### src/rtl/eth_tx_rr_arbiter.sv
// Packet-granular round-robin mux of NUM_PORTS Avalon-ST TX streams onto one MAC TX stream,
// with a registered output stage and a per-packet beat watchdog that truncates runaway packets.
module eth_tx_rr_arbiter #(
  parameter int unsigned NUM_PORTS   = 3,
  parameter int unsigned DATA_WIDTH  = 256,
  parameter int unsigned EMPTY_WIDTH = 5,
  parameter int unsigned MAX_BEATS   = 48
) (
  input  logic                             clk,
  input  logic                             reset,
  input  logic [NUM_PORTS-1:0]             in_valid,
  input  logic [NUM_PORTS*DATA_WIDTH-1:0]  in_data,
  input  logic [NUM_PORTS-1:0]             in_sop,
  input  logic [NUM_PORTS-1:0]             in_eop,
  input  logic [NUM_PORTS*EMPTY_WIDTH-1:0] in_empty,
  input  logic [NUM_PORTS-1:0]             in_error,
  output logic [NUM_PORTS-1:0]             in_ready,
  output logic                             out_valid,
  output logic [DATA_WIDTH-1:0]            out_data,
  output logic                             out_sop,
  output logic                             out_eop,
  output logic [EMPTY_WIDTH-1:0]           out_empty,
  output logic                             out_error,
  input  logic                             out_ready,
  output logic [$clog2(NUM_PORTS)-1:0]     grant_idx,
  output logic                             busy,
  output logic [15:0]                      trunc_cnt,
  output logic [15:0]                      orphan_cnt
);

  localparam int unsigned GW = $clog2(NUM_PORTS);
  localparam int unsigned BW = $clog2(MAX_BEATS);

  localparam logic [1:0] S_IDLE   = 2'd0;
  localparam logic [1:0] S_LOCKED = 2'd1;
  localparam logic [1:0] S_DRAIN  = 2'd2;

  logic [1:0]             state_q, state_d;
  logic [GW-1:0]          rr_q, rr_d;
  logic [GW-1:0]          grant_q, grant_d;
  logic [BW-1:0]          beat_q, beat_d;
  logic                   out_valid_q, out_valid_d;
  logic [DATA_WIDTH-1:0]  out_data_q, out_data_d;
  logic                   out_sop_q, out_sop_d;
  logic                   out_eop_q, out_eop_d;
  logic [EMPTY_WIDTH-1:0] out_empty_q, out_empty_d;
  logic                   out_error_q, out_error_d;
  logic [15:0]            trunc_q, trunc_d;
  logic [15:0]            orphan_q, orphan_d;

  logic                   slot_free;
  logic [NUM_PORTS-1:0]   orphan_mask;
  logic [16:0]            orphan_inc;
  logic [16:0]            orphan_sum;
  logic                   win_found;
  logic [GW-1:0]          win_idx;
  int unsigned            idx;
  logic [GW-1:0]          nxt_ptr;
  logic                   ready_g;
  logic                   accept;
  logic                   sel_valid, sel_sop, sel_eop, sel_error;
  logic [DATA_WIDTH-1:0]  sel_data;
  logic [EMPTY_WIDTH-1:0] sel_empty;

  always_comb begin
    slot_free   = !out_valid_q || out_ready;
    orphan_mask = in_valid & ~in_sop;
    orphan_inc  = '0;
    for (int unsigned i = 0; i < NUM_PORTS; i++) begin
      orphan_inc = orphan_inc + 17'(orphan_mask[i]);
    end
    orphan_sum = {1'b0, orphan_q} + orphan_inc;

    // Rotating priority scan: first sop-valid port at or after rr_q wins.
    win_found = 1'b0;
    win_idx   = '0;
    idx       = 0;
    for (int unsigned i = 0; i < NUM_PORTS; i++) begin
      idx = 32'(rr_q) + i;
      if (idx >= NUM_PORTS) idx = idx - NUM_PORTS;
      if (!win_found && in_valid[idx] && in_sop[idx]) begin
        win_found = 1'b1;
        win_idx   = GW'(idx);
      end
    end

    nxt_ptr   = (32'(grant_q) == NUM_PORTS - 1) ? '0 : grant_q + GW'(1);
    sel_valid = in_valid[grant_q];
    sel_sop   = in_sop[grant_q];
    sel_eop   = in_eop[grant_q];
    sel_error = in_error[grant_q];
    sel_data  = in_data[32'(grant_q)*DATA_WIDTH +: DATA_WIDTH];
    sel_empty = in_empty[32'(grant_q)*EMPTY_WIDTH +: EMPTY_WIDTH];

    ready_g = (state_q == S_DRAIN) || ((state_q == S_LOCKED) && slot_free);
    in_ready = '0;
    if (state_q == S_IDLE) in_ready = orphan_mask;
    else                   in_ready[grant_q] = ready_g;
    accept = sel_valid && ready_g;

    state_d     = state_q;
    rr_d        = rr_q;
    grant_d     = grant_q;
    beat_d      = beat_q;
    out_valid_d = out_valid_q;
    out_data_d  = out_data_q;
    out_sop_d   = out_sop_q;
    out_eop_d   = out_eop_q;
    out_empty_d = out_empty_q;
    out_error_d = out_error_q;
    trunc_d     = trunc_q;
    orphan_d    = orphan_q;

    if (slot_free) out_valid_d = 1'b0;

    case (state_q)
      S_IDLE: begin
        orphan_d = orphan_sum[16] ? 16'hFFFF : orphan_sum[15:0];
        if (win_found) begin
          state_d = S_LOCKED;
          grant_d = win_idx;
          beat_d  = '0;
        end
      end
      S_LOCKED: begin
        if (accept) begin
          out_valid_d = 1'b1;
          out_data_d  = sel_data;
          out_sop_d   = sel_sop;
          out_eop_d   = sel_eop;
          out_empty_d = sel_empty;
          out_error_d = sel_error;
          if (sel_eop) begin
            state_d = S_IDLE;
            rr_d    = nxt_ptr;
            beat_d  = '0;
          end else if (beat_q == BW'(MAX_BEATS - 1)) begin
            // Watchdog: close the packet on this beat and flag it bad.
            out_eop_d   = 1'b1;
            out_error_d = 1'b1;
            out_empty_d = '0;
            trunc_d     = (trunc_q == 16'hFFFF) ? trunc_q : trunc_q + 16'd1;
            state_d     = S_DRAIN;
            beat_d      = '0;
          end else begin
            beat_d = beat_q + BW'(1);
          end
        end
      end
      S_DRAIN: begin
        if (accept && sel_eop) begin
          state_d = S_IDLE;
          rr_d    = nxt_ptr;
        end
      end
      default: state_d = S_IDLE;
    endcase
  end

  always_ff @(posedge clk) begin
    if (reset) begin
      state_q     <= S_IDLE;
      rr_q        <= '0;
      grant_q     <= '0;
      beat_q      <= '0;
      out_valid_q <= 1'b0;
      out_data_q  <= '0;
      out_sop_q   <= 1'b0;
      out_eop_q   <= 1'b0;
      out_empty_q <= '0;
      out_error_q <= 1'b0;
      trunc_q     <= '0;
      orphan_q    <= '0;
    end else begin
      state_q     <= state_d;
      rr_q        <= rr_d;
      grant_q     <= grant_d;
      beat_q      <= beat_d;
      out_valid_q <= out_valid_d;
      out_data_q  <= out_data_d;
      out_sop_q   <= out_sop_d;
      out_eop_q   <= out_eop_d;
      out_empty_q <= out_empty_d;
      out_error_q <= out_error_d;
      trunc_q     <= trunc_d;
      orphan_q    <= orphan_d;
    end
  end

  assign out_valid  = out_valid_q;
  assign out_data   = out_data_q;
  assign out_sop    = out_sop_q;
  assign out_eop    = out_eop_q;
  assign out_empty  = out_empty_q;
  assign out_error  = out_error_q;
  assign grant_idx  = grant_q;
  assign busy       = (state_q != S_IDLE);
  assign trunc_cnt  = trunc_q;
  assign orphan_cnt = orphan_q;

endmodule
### config.mk
export PLATFORM = sky130hd
export DESIGN_NAME = eth_tx_rr_arbiter
export DESIGN_NICKNAME = d
export VERILOG_FILES = /design/src/rtl/eth_tx_rr_arbiter.sv
export SDC_FILE = /design/constraint.sdc
export NUM_CORES = 1
export LEC_CHECK = 0
export CAP_MARGIN = 20
export CORE_AREA = 2 2 435 437
export DETAILED_ROUTE_END_ITERATION = 10
export DIE_AREA = 0 0 437 439
export MAX_ROUTING_LAYER = met4
export PLACE_DENSITY = 0.31
export SYNTH_ARGS = -nofsm -noshare
export SYNTH_HDL_FRONTEND = slang
export SYNTH_SLANG_ARGS = --single-unit
export TNS_END_PERCENT = 100
### constraint.sdc
create_clock -name clk -period 7.4 [get_ports clk]
set_input_delay 1.48 -clock clk [delete_from_list [all_inputs] [get_ports clk]]
set_output_delay 1.48 -clock clk [all_outputs]
set_load 0.01 [all_outputs]
## Word level (Yosys, flattened, before mapping)

Index checks and enable logic that the tools add are counted.

| word-level totals | value |
|---|---|
| bits in registers | 309 |
| bits in latches | 0 |
| memory bits (writable) | 0 |
| ROM bits | 0 |
| bits of input ports | 798 |
| output and inout port bits | 303 |
| word-level logic and storage cells | 131 |
| memories | 0 |

| operators by class | value |
|---|---|
| $add $sub $neg | 11 |
| multipliers | 1 |
| div/mod/pow operators | 0 |
| magnitude comparators | 8 |
| equality and inequality tests | 10 |
| shift-type cells | 2 |
| multiplexer cells | 58 |
| bitwise operators | 5 |
| reduce and logical (&&, ||, !) cells | 24 |

Operator list:

| kind | number |
|---|---|
| $shiftx 768x11->256 | 1 |
| $lt 32x3->1 const B | 3 |
| $mux 32 | 3 |
| $mux 2 | 12 |
| $mux 6 | 4 |
| $mux 1 | 21 |
| $bmux 1 s2 | 10 |
| $add 16x3->17 | 1 |
| $add 16x1->16 const B | 1 |
| $eq 16x16->1 const B | 1 |
| $mux 16 | 1 |
| $shiftx 15x6->5 | 1 |
| $pmux 6 s2 | 1 |
| $mux 5 | 2 |
| $logic_and 1x1->1 | 9 |
| $reduce_and 4->1 | 2 |
| $sub 3x2->4 const B | 2 |
| $add 6x1->6 const B | 1 |
| $and 3x3->3 | 2 |
| $eq 6x6->1 const B | 1 |
| $ge 3x2->1 const B | 2 |
| $ne 2x2->1 const B | 3 |
| $pmux 2 s3 | 1 |
| $reduce_bool 2->1 | 3 |
| 25 further kinds | 31 |

## Longest topological paths before layout

| logic depth | value |
|---|---|
| depth after elaboration | 16 |
| mapped depth | 9 |
| gate-level depth less buffers | 9 |

## Worst setup path before layout

OpenSTA, ideal clock, no wires.

| timing path | value |
|---|---|
| kind | input port to flip-flop |
| start | input in_valid[0] |
| end | register orphan_q[15], in the netlist orphan_cnt[15] |
| library setup time | 132 ps |
| arrival | 3519 ps |
| data required time | 7268 ps |
| slack | 3749 ps |
| stages on the path | 9 |
| path buffers | 1 |
| cells stage by stage | nor2b_1 fa_1 ha_1 fa_1 nand4bb_1 or3_1 clkbuf_1 and4_1 nor3_1 |

| on the way | value |
|---|---|
| cells in the longest elaborated chain, start to end | 5 |

Ends and longest elaborated chain:

| item | RTL line | source |
|---|---|---|
| start, declared | 11 | `input logic [NUM_PORTS-1:0] in_valid,` |
| $and 3x3->3 | 67 | `orphan_mask = in_valid & ~in_sop;` |
| $add 1x1->2 | 70 | `orphan_inc = orphan_inc + 17'(orphan_mask[i]);` |
| $add 2x1->3 | 70 |  |
| $add 16x3->17 | 72 | `orphan_sum = {1'b0, orphan_q} + orphan_inc;` |
| $mux 16 | 118 | `orphan_d = orphan_sum[16] ? 16'hFFFF : orphan_sum[15:0];` |
| end signal, assigned | 186 | `orphan_q <= orphan_d;` |
| end, declared | 49 | `logic [15:0] orphan_q, orphan_d;` |

Every way passes these cells.
A chain may end at the register's enable or synchronous reset.

## Worst setup path in the final report

| timing path | value |
|---|---|
| start | input out_ready |
| end | output in_ready[2] |

| on the way | value |
|---|---|
| cells in the longest elaborated chain, start to end | 5 |

Ends and longest elaborated chain:

| item | RTL line | source |
|---|---|---|
| start, declared | 24 | `input logic out_ready,` |
| $logic_or 1x1->1 | 66 | `slot_free = !out_valid_q \|\| out_ready;` |
| $logic_and 1x1->1 | 95 | `ready_g = (state_q == S_DRAIN) \|\| ((state_q == S_LOCKED) && slot_free);` |
| $logic_or 1x1->1 | 95 |  |
| $and 3x3->3 (no line) | -- |  |
| $mux 3 | 97 | `if (state_q == S_IDLE) in_ready = orphan_mask;` |
| end, declared | 17 | `output logic [NUM_PORTS-1:0] in_ready,` |

Every way passes these cells.

==> metrics.md <==
| Metric | Value |
|---|---|
| Outcome | `finished clean` |
| NumNets Final | `between 3000 and 4000` |
| Crit-path max FO | `4` |
| GRT Util Overall | `0.138` |
| Pre-CTS setup slack | `about 2.8 ns` |
| Syn Inst Count | `around 2100` |
| Net Count, Synth | `a little under 3000` |
| Post-synth top area cell | `dfxtp_1` |
| Clock root buffer | `clkbuf_16` |
| Die ar. | `~0.19 mm^2` |
| RSZ-0062 raised after global routing | `false` |
| Fin. max-slew vios | `0` |
| Area Overhead vs Synth | `92.5%` |
| Drt total wl | `between 100000 and 150000 um` |
| Slew HR | `0.214` |
| IO Pins | `1101` |
| DRC | `0` |
| Post-CTS setup buffers | `0` |
| CORE AREA | `around 0.19 mm^2` |
| CTS Buf Count | `49` |
| Arr. time, crit path | `3.19 ns` |
| FFs w/ async S/R, synth | `0` |
| Hold Path Class | `register to register` |
| Yosys cell types | `62` |
| Setup TNS | `0 ns` |
| Largest net degree at the start of global routing | `between 100 and 150` |
| Post-route ant nets | `0` |
| Post-Syn Area | `0.0166 mm^2` |
| Fin cells | `about 5600` |
| Clock Sinks | `between 300 and 400` |
| # setup viols final | `0` |
| Port Buf Inserts | `1100` |
| Vias per cell | `~3.5` |
| Yosys reg bits | `around 310` |
| Routed WL per cell | `roughly 24 um` |
| GP Congestion | `about 0.9` |
| H-tree levels | `2` |
| Worst skew pair latency | `approximately 0.63 ns` |
| Post-synth top area share | `0.374` |
| Via count | `between 15000 and 20000` |
| Std-Cell Rows | `approximately 160` |
| Number of synthesized flops with an enable pin | `0` |
| Hold Buf Count CTS | `0` |
| Synth Warn # | `0` |
| Worst slew pin tran | `around 1.2 ns` |
| Minimum clock period | `roughly 4.7 ns` |
| Post-cts resize count | `0` |
| Tcrit/Tclk final | `0.631` |
| Pwr Total | `7.49 mW` |
| CP Class | `input port to output pin` |
| Synth Flop Type | `dfxtp_1` |
| Share of layout cells above drive strength 1 | `0.0400` |
| Height of the die | `about 440 um` |
| Total grt overflow | `0` |
| Post-DP HPWL | `~110000 um` |
| Clock buffer depth | `3` |
| DRT iter0 DRCs | `between 900 and 1000` |
| Power per cell area | `~240 mW/mm^2` |
| VDD IR max | `~0.00016 V` |
| Critical Path End Type | `output pin` |
| Worst-path clk slew | `0.06 ns` |
| Leakage power | `10.2 nW` |
| Die W | `437 um` |
| Worst EP required | `just under 6 ns` |
| Placed Cells | `roughly 5500` |
| Hold_ws | `around 0.45 ns` |
| Max Cap Viol | `0` |
| Fmax | `~210 MHz` |
| Initial DRT Pass Iterations | `5` |
| Crit start category | `input port` |
| Global-route wire length before repair | `178000 um` |
| Sequential area share after synthesis | `0.374` |
| TritonCTS clock tree | `yes` |
| Main area contributors after synthesis | `dfxtp_1 37%, mux2i_1 16%, nor2_1 12%` |
| Avg Cell Area, Syn | `~8 um^2` |
| Setup ws final | `roughly 2.7 ns` |
| Vias in the first global route | `19961` |
| Antenna violations before repair | `33` |
| Starting Density | `0.0885` |
| Clock Skews | `0.0166 ns` |
| Endpoints failing hold | `0` |
-- per-stage QoR --
step,util,instance area (um^2)
after floorplan,-,16600
after CTS,0.170,31800
after detailed placement,0.162,30200
after global placement,0.162,30200
after global routing,0.170,31900
final,0.170,31900
-- cells by family (layout without fill, tap and decap cells) --
| group | count (synthesis) | after routing | share of synthesized area |
|---|---|---|---|
| other cells | 0 | 22 | 0 |
| flops | 309 | 309 | 0.374 |
| simple gates | 924 | 924 | 0.244 |
| mux | 272 | 272 | 0.165 |
| compound gates | 356 | 356 | 0.156 |
| xor+xnor | 7 | 7 | 0.00370 |
| buf+inv | 200 | 1220 | 0.0497 |
| fa+ha+maj | 9 | 9 | 0.00771 |
-- layout by cell type, fill, tap and decap left out, drive strengths merged, types with 9 or more instances in the layout --
| master | n |
|---|---|
| diode | 22 |
| a21oi | 34 |
| clkdlybuf4s50 | 1099 |
| nand4 | 9 |
| nor2b | 12 |
| clkinv | 9 |
| mux2i | 267 |
| nor3 | 265 |
| o21ai | 23 |
| dfxtp | 309 |
| clkbuf | 72 |
| a211oi | 259 |
| buf | 25 |
| or3 | 14 |
| inv | 11 |
| nor2 | 536 |
| nand3 | 20 |
| nand2 | 31 |
-- critical path, stage by stage --
cell and delay (ns):
clkdlybuf4s50_1 0.46, nand2b_1 0.15, a21oi_1 0.15, o2bb2ai_1 0.33, clkdlybuf4s50_1 0.62
-- flip-flops by register name, summed over array words and instances, names as in the netlist --
name	cells
grant_idx	2
orphan_cnt	16
out_sop	1
out_empty	5
out_valid	1
state_q	2
out_error	1
out_data	256
out_eop	1
rr_q	2
trunc_cnt	16
beat_q	6
-- synth_stat cells, types with 4 or more instances --
master	number
nand2b_1	5
nor3_1	265
nand3_1	20
and3_1	4
inv_1	9
nor2b_1	12
dfxtp_1	309
mux2i_1	266
o21ai_0	23
a21oi_1	34
ha_1	7
nor4_1	5
xnor2_1	5
clkbuf_1	133
and2_1	4
or2_2	5
nor2_1	535
nand4_1	9
nand4b_1	4
nand2_1	31
mux2_2	5
a211oi_1	259
or3_1	14
o22ai_1	4
buf_1	4
buf_2	51
-- final cells by class --
type | instances | area, um^2
clock buffers | 72 | 1420
flip-flops and latches | 309 | 6190
repair buffers | 1124 | 11300
inverters | 10 | 37.5
clock inverters | 14 | 140
diodes | 22 | 55.1
well taps | 2495 | 3120
multi-input cells | 1568 | 9560
fillers | 21205 | 155000
-- path summary, 6_finish.rpt --
kind	from	to	slack [ns]	cells after the start
worst max-delay path	out_ready	in_ready[2]	2.73	5
worst min-delay path	out_empty[3]	out_empty[3]	0.45	2
worst max register to register	grant_idx[0]	out_data[210]	3.88	6
worst min register to register	out_empty[3]	out_empty[3]	0.45	2
-- report_power, final --
part	leakage (nW)	switching [mW]	internal [mW]	total, mW
Combinational	6.93	1.65	1.35	3.00
Clock	0.763	0.983	1.37	2.35
Sequential	2.53	0.217	1.92	2.14
-- metal layers --
metal,track usage,share of wire,wire length (um)
met5,-,0,0
met4,0.0266,0.019,2510
met3,0.0298,0.050,6700
met2,0.245,0.52,70500
met1,0.158,0.41,55600
Power figures use the tool's default switching activity.
